### src/rtl/reg_dump_pkg.sv
// Shared constants and state encoding for the register/character-memory dump streamer.
package reg_dump_pkg;

    localparam logic [7:0] HDR_BYTE   = 8'hA5;
    localparam logic [7:0] TRL_BYTE   = 8'h5A;
    localparam logic [7:0] CH_ID_REG  = 8'h01;
    localparam logic [7:0] CH_ID_CHAR = 8'h02;

    typedef enum logic [2:0] {
        IDLE,
        HDR,
        CH_ID,
        CH_CNT,
        RD,
        LATCH,
        SEND,
        TRAIL
    } state_t;

endpackage

### src/rtl/word_byte_serializer.sv
// Loads a word plus a byte count and emits it LSB-first on a valid/ready handshake.
module word_byte_serializer #(
    parameter int  DATA_W = 32,
    localparam int CNT_W  = $clog2(DATA_W / 8 + 1)
) (
    input  logic              clk,
    input  logic              resetn,
    input  logic              clear,
    input  logic              load,
    input  logic [DATA_W-1:0] load_word,
    input  logic [CNT_W-1:0]  load_cnt,
    input  logic              ready,
    output logic              valid,
    output logic [7:0]        data,
    output logic              last
);

    logic [DATA_W-1:0] shreg;
    logic [CNT_W-1:0]  rem;

    // rem is a down-counter of bytes still owed; zero means empty.
    always_ff @(posedge clk or negedge resetn) begin
        if (!resetn) begin
            shreg <= '0;
            rem   <= '0;
        end else if (clear) begin
            shreg <= '0;
            rem   <= '0;
        end else if (load) begin
            shreg <= load_word;
            rem   <= load_cnt;
        end else if (valid && ready) begin
            shreg <= shreg >> 8;
            rem   <= rem - 1'b1;
        end
    end

    assign valid = (rem != '0);
    assign data  = shreg[7:0];
    assign last  = (rem == CNT_W'(1));

endmodule

### src/rtl/reg_dump_streamer.sv
// Streams a framed dump of the register file and/or character memory as bytes.
//
// state  | meaning
// IDLE   | waiting for start
// HDR    | sending frame header byte
// CH_ID  | sending channel ID byte
// CH_CNT | sending channel entry count
// RD     | one-cycle read enable for current index
// LATCH  | read data captured into serializer
// SEND   | serializer emitting entry bytes
// TRAIL  | sending trailer byte, done on transfer
module reg_dump_streamer
    import reg_dump_pkg::*;
#(
    parameter int  DATA_W   = 32,
    parameter int  NUM_REGS = 32,
    parameter int  NUM_CHAR = 19,
    parameter int  CHAR_W   = 8,
    localparam int RF_AW    = (NUM_REGS > 1) ? $clog2(NUM_REGS) : 1,
    localparam int CM_AW    = (NUM_CHAR > 1) ? $clog2(NUM_CHAR) : 1
) (
    input  logic              clk,
    input  logic              resetn,
    input  logic              start,
    input  logic [1:0]        chan_mask,
    input  logic              abort,
    output logic              busy,
    output logic              done,
    output logic              rf_ren,
    output logic [RF_AW-1:0]  rf_raddr,
    input  logic [DATA_W-1:0] rf_rdata,
    output logic              cm_ren,
    output logic [CM_AW-1:0]  cm_raddr,
    input  logic [CHAR_W-1:0] cm_rdata,
    output logic [7:0]        tx_data,
    output logic              tx_valid,
    input  logic              tx_ready
);

    localparam int NBYTES = DATA_W / 8;
    localparam int CNT_W  = $clog2(NBYTES + 1);

    state_t      state_q, state_d;
    logic        chan_q, chan_d;
    logic [1:0]  mask_q, mask_d;
    logic [7:0]  idx_q, idx_d;
    logic [7:0]  last_idx;

    logic              ser_load;
    logic              ser_clear;
    logic              ser_ready;
    logic [DATA_W-1:0] ser_word;
    logic [CNT_W-1:0]  ser_cnt;
    logic              ser_valid;
    logic [7:0]        ser_data;
    logic              ser_last;

    assign busy      = (state_q != IDLE);
    assign last_idx  = chan_q ? 8'(NUM_CHAR - 1) : 8'(NUM_REGS - 1);
    assign rf_raddr  = idx_q[RF_AW-1:0];
    assign cm_raddr  = idx_q[CM_AW-1:0];
    assign ser_word  = chan_q ? DATA_W'(cm_rdata) : rf_rdata;
    assign ser_cnt   = chan_q ? CNT_W'(1) : CNT_W'(NBYTES);
    assign ser_clear = abort && busy;
    assign ser_ready = (state_q == SEND) && tx_ready && !abort;

    always_ff @(posedge clk or negedge resetn) begin
        if (!resetn) begin
            state_q <= IDLE;
            chan_q  <= 1'b0;
            mask_q  <= 2'b00;
            idx_q   <= 8'd0;
        end else begin
            state_q <= state_d;
            chan_q  <= chan_d;
            mask_q  <= mask_d;
            idx_q   <= idx_d;
        end
    end

    always_comb begin
        state_d  = state_q;
        chan_d   = chan_q;
        mask_d   = mask_q;
        idx_d    = idx_q;
        tx_valid = 1'b0;
        tx_data  = 8'h00;
        rf_ren   = 1'b0;
        cm_ren   = 1'b0;
        done     = 1'b0;
        ser_load = 1'b0;

        case (state_q)
            IDLE: begin
                if (start && !abort) begin
                    state_d = HDR;
                    mask_d  = chan_mask;
                    chan_d  = 1'b0;
                    idx_d   = 8'd0;
                end
            end
            HDR: begin
                tx_valid = 1'b1;
                tx_data  = HDR_BYTE;
                if (tx_ready) begin
                    if (mask_q[0]) begin
                        chan_d  = 1'b0;
                        state_d = CH_ID;
                    end else if (mask_q[1]) begin
                        chan_d  = 1'b1;
                        state_d = CH_ID;
                    end else begin
                        state_d = TRAIL;
                    end
                end
            end
            CH_ID: begin
                tx_valid = 1'b1;
                tx_data  = chan_q ? CH_ID_CHAR : CH_ID_REG;
                if (tx_ready) state_d = CH_CNT;
            end
            CH_CNT: begin
                tx_valid = 1'b1;
                tx_data  = chan_q ? 8'(NUM_CHAR) : 8'(NUM_REGS);
                if (tx_ready) begin
                    idx_d   = 8'd0;
                    state_d = RD;
                end
            end
            RD: begin
                rf_ren  = !chan_q;
                cm_ren  = chan_q;
                state_d = LATCH;
            end
            LATCH: begin
                ser_load = 1'b1;
                state_d  = SEND;
            end
            SEND: begin
                tx_valid = ser_valid;
                tx_data  = ser_data;
                if (ser_valid && ser_last && tx_ready) begin
                    if (idx_q == last_idx) begin
                        idx_d = 8'd0;
                        if (!chan_q && mask_q[1]) begin
                            chan_d  = 1'b1;
                            state_d = CH_ID;
                        end else begin
                            state_d = TRAIL;
                        end
                    end else begin
                        idx_d   = idx_q + 8'd1;
                        state_d = RD;
                    end
                end
            end
            TRAIL: begin
                tx_valid = 1'b1;
                tx_data  = TRL_BYTE;
                if (tx_ready) begin
                    done    = 1'b1;
                    state_d = IDLE;
                end
            end
            default: state_d = IDLE;
        endcase

        // Abort suppresses the handshake this cycle so no partial byte is counted.
        if (abort && (state_q != IDLE)) begin
            state_d  = IDLE;
            idx_d    = 8'd0;
            tx_valid = 1'b0;
            done     = 1'b0;
            ser_load = 1'b0;
        end
    end

    word_byte_serializer #(
        .DATA_W (DATA_W)
    ) u_ser (
        .clk       (clk),
        .resetn    (resetn),
        .clear     (ser_clear),
        .load      (ser_load),
        .load_word (ser_word),
        .load_cnt  (ser_cnt),
        .ready     (ser_ready),
        .valid     (ser_valid),
        .data      (ser_data),
        .last      (ser_last)
    );

endmodule

### config.mk
export PLATFORM = sky130hd
export DESIGN_NAME = reg_dump_streamer
export DESIGN_NICKNAME = d
export VERILOG_FILES = /design/src/rtl/reg_dump_pkg.sv /design/src/rtl/word_byte_serializer.sv /design/src/rtl/reg_dump_streamer.sv
export SDC_FILE = /design/constraint.sdc
export NUM_CORES = 1
export LEC_CHECK = 0
export BUFFER_PORTS_ARGS = -buffer_cell sky130_fd_sc_hd__buf_2
export CORE_MARGIN = 8
export CORE_UTILIZATION = 60
export CTS_BUF_LIST = sky130_fd_sc_hd__clkbuf_4 sky130_fd_sc_hd__clkbuf_8
export DETAILED_ROUTE_END_ITERATION = 7
export HOLD_SLACK_MARGIN = 0.1
export PLACE_DENSITY = 0.94
export RECOVER_POWER = 25
export SLEW_MARGIN = 20
export SYNTH_ARGS = -nofsm -noshare
export SYNTH_HDL_FRONTEND = slang
export SYNTH_HIERARCHICAL = 1
export SYNTH_SLANG_ARGS = --single-unit
### constraint.sdc
create_clock -name clk -period 5 [get_ports clk]
set_input_delay 0.75 -clock clk [delete_from_list [all_inputs] [get_ports clk]]
set_output_delay 0.75 -clock clk [all_outputs]
set_load 0.03 [all_outputs]
==> impl_results.md <==
- DP HPWL: 6000 um
- Crit Path Max Fanout: 34
- Number of global-route vias before repair: 2968
- Worst-case clock buffer depth: 2
- HP Start: mask_q[1]$_DFFE_PN0P_
- # setup viols final: 0
- Pwr Density: 412 nW/um^2
- Share of layout cells above drive strength 1: 28.7%
- Top cells by area, synth: dfrtp_1 (34%), nor2b_1 (9.6%), a2111oi_2 (8.3%)
- Tightest Pin Transition: 2620 ps
- Die width: 93.4 um
- Post-synth EDFFs: 0
- Die Ht: 93.4 um
- Clk sinks: 49
- # nets final: 479
- Worst Setup Path Type: reg -> reg
- RSZ-0062 raised after global routing: no
- Rows: 28
- Initial DRC Count: 225
- Async set or reset register ratio after synthesis: 100%
- Crit path DAT: 3320 ps
- Post-synth top area cell: dfrtp_1
- RD Place Congestion: 0.933
- Leading cell types by count after synthesis: nor2b_1 (55), dfrtp_1 (49), nor2_1 (37), nand2_1 (24)
- Synthesized area: 3600 sq um
- Failing checks: max-capacitance violations, max-slew violations
- DR vias: 3097
- Max VDD drop: 0.310 mV
- CORE AREA: 5850 sq um
- H-tree levels: 2
- DRT antenna net count: 0
- Seq cells post-synth: 49
- Relative slew slack: -74.9%
- Final Hold Fails: 0
- Hold Crit Depth: 1
- Die area: 8730 sq um
- TritonCTS clock tree: done
- RR Endpoint: idx_q[0]$_DFFE_PN0P_
- Status: finished with violations
- Post-Layout Inst Area: 3870 sq um
- Synth Net Count: 452
- Post-cts resize count: 0
- Top cell type's share of synthesized area: 34.1%
- Fin. max-slew vios: 50
- Total Power: 1.60 mW
- Library cells used by synthesis: 57
- R2R Path Start: u_ser/rem[0]$_DFFE_PN0P_
- Max-capacitance violation count: 1
- Diodes inserted: 0
- Pin count of the biggest net entering global routing: 79
- Layout area overhead: 7.65%
- Antenna violations before repair: 0
- Area after DPL: 3770 sq um
- Reg2reg path depth: 8
- Setup TNS: 0 ps
- Port Buffers: 69
- Top FF cell, synth: dfrtp_1
- Vias per inst: 6.14
- Clock root buffer: clkbuf_8
- IO Pins: 70
- CTS buffer count: 5
- Initial Utilization: 61.5%
- Most common cell in the netlist: nor2b_1
- Leakage power: 1.72 nW
- Period utilization: 62.3%
- Final WL: 8740 um
- Worst skew pair latency: 310 ps
- Critical Path Source Type: flip-flop
- GRT Residual Overflow: 0
- GR Util All Layers: 20.1%
- WL per Instance: 17.3 um
- HP Class: reg -> reg
- Critical Path End: idx_q[0]$_DFFE_PN0P_
- Worst Clk Skew: 7.23 ps
- CTS clk-pin slew, worst paths: 90 ps
- Postcts setup bufs: 0
- Register area share after synthesis: 34.1%
- Hold Buf Count CTS: 0
- Reg-to-reg slack, setup: 1880 ps
- Cells after synthesis: 401
- Avg Cell Area, Syn: 8.97 sq um
- Yosys warns: 6
- Drt drc: 0
- FMAX: 321 MHz
- Global-route wire length before repair: 14200 um
- Tmin final: 3120 ps
- Setup crit end kind: flip-flop
- CP Data Required Time: 5200 ps
- Crit. Startpoint: u_ser/rem[0]$_DFFE_PN0P_
- Total iterations of the first detailed-routing run: 5
==> worst min-delay path by stage <==
stage | slack, ps | end
global placement | 540 | mask_q[1]$_DFFE_PN0P_
CTS | 570 | mask_q[0]$_DFFE_PN0P_
finish | 570 | mask_q[1]$_DFFE_PN0P_
detailed placement | 550 | mask_q[0]$_DFFE_PN0P_
global route | 580 | mask_q[0]$_DFFE_PN0P_
floorplan | 450 | chan_q$_DFFE_PN0P_
==> cell families (layout without fill, tap and decap cells) <==
family | after synthesis | in the layout | synth area share (%)
muxes | 12 | 12 | 3.72
adders and majority gates | 4 | 4 | 1.39
DFF | 49 | 49 | 34.1
buffers and inverters | 71 | 99 | 10.5
AOI/OAI and AO/OA | 94 | 94 | 23.9
xor gates and xnor gates | 1 | 1 | 0.244
and+or+nand+nor | 169 | 169 | 26.1
other | 1 | 1 | 0.104
==> final cells by class <==
class                           instances  area (sq um)
Clock buffer                            7          96.3
Fill cell                             462          1980
Tap cell                               75          93.8
Inverter                               18          70.1
Timing Repair Buffer                   73           374
Clock inverter                          1          8.76
Multi-Input combinational cell        281          2000
Sequential cell                        49          1230
==> layer usage <==
layer  GRT usage [%]  share of wire [%]
met1            24.0                 41
met2            34.2                 50
met3            4.33                6.8
met4            8.32                2.3
met5               0                  0
==> state kept, by name, indices dropped and copies added (netlist names) <==
name	flops
chan_q	1
idx_q	8
u_ser/rem	3
u_ser/shreg	32
state_q	3
mask_q	2
==> metrics by stage <==
step / instances / util (%) / hold slack [ps] / setup WS, ps
after floorplan: 401 / - / 454 / 2190
after global routing: 504 / 66.2 / 581 / 1660
after CTS: 504 / 66.2 / 569 / 1940
after global placement: 496 / 64.4 / 538 / 2020
final: 504 / 66.2 / 572 / 1880
after detailed placement: 496 / 64.4 / 548 / 1890
==> placed cells by master, fill, tap and decap left out, types with 2 or more instances in the layout <==
cell type  synthesis  final
nand2_1           24     24
ha_1               4      4
nor3_1             7      5
o21ai_0            6      6
or2_2              2      2
and3_1            13     13
a211oi_1           8      8
a21oi_1           17     17
a2111oi_0          4      4
buf_4             18      4
a211o_1            8      8
o41ai_1            2      2
a22o_1             6      6
inv_1             17     17
nand3b_1           2      2
a21o_1             4      4
nor2b_1           55     55
or4b_2             2      2
a221oi_1           3      3
nand2b_1           2      2
o21bai_1           3      3
nand3_1            6      6
nor4b_1            8      8
nand4_1            2      2
dfrtp_1           49     49
mux2_2            11     11
nor3_2             0      2
nor2_1            37     37
clkbuf_8           0      7
a2111oi_2         20     20
o31ai_1            2      2
o31a_1             2      2
buf_2              8     68
==> critical path, stage by stage, from the launching register on <==
cell and delay [ps]:
dfrtp_1 390, inv_1 130, ha_1 180, nor2b_2 450, inv_4 250, a41o_1 280
o21ai_0 740, nor2_1 270, mux2_2 330
==> power by group <==
part           internal (mW)  switching (mW)  total (mW)
clock                  0.128           0.139       0.267
sequential             0.473          0.0845       0.557
combinational          0.280           0.493       0.773
(Power assumes the default switching activity.)
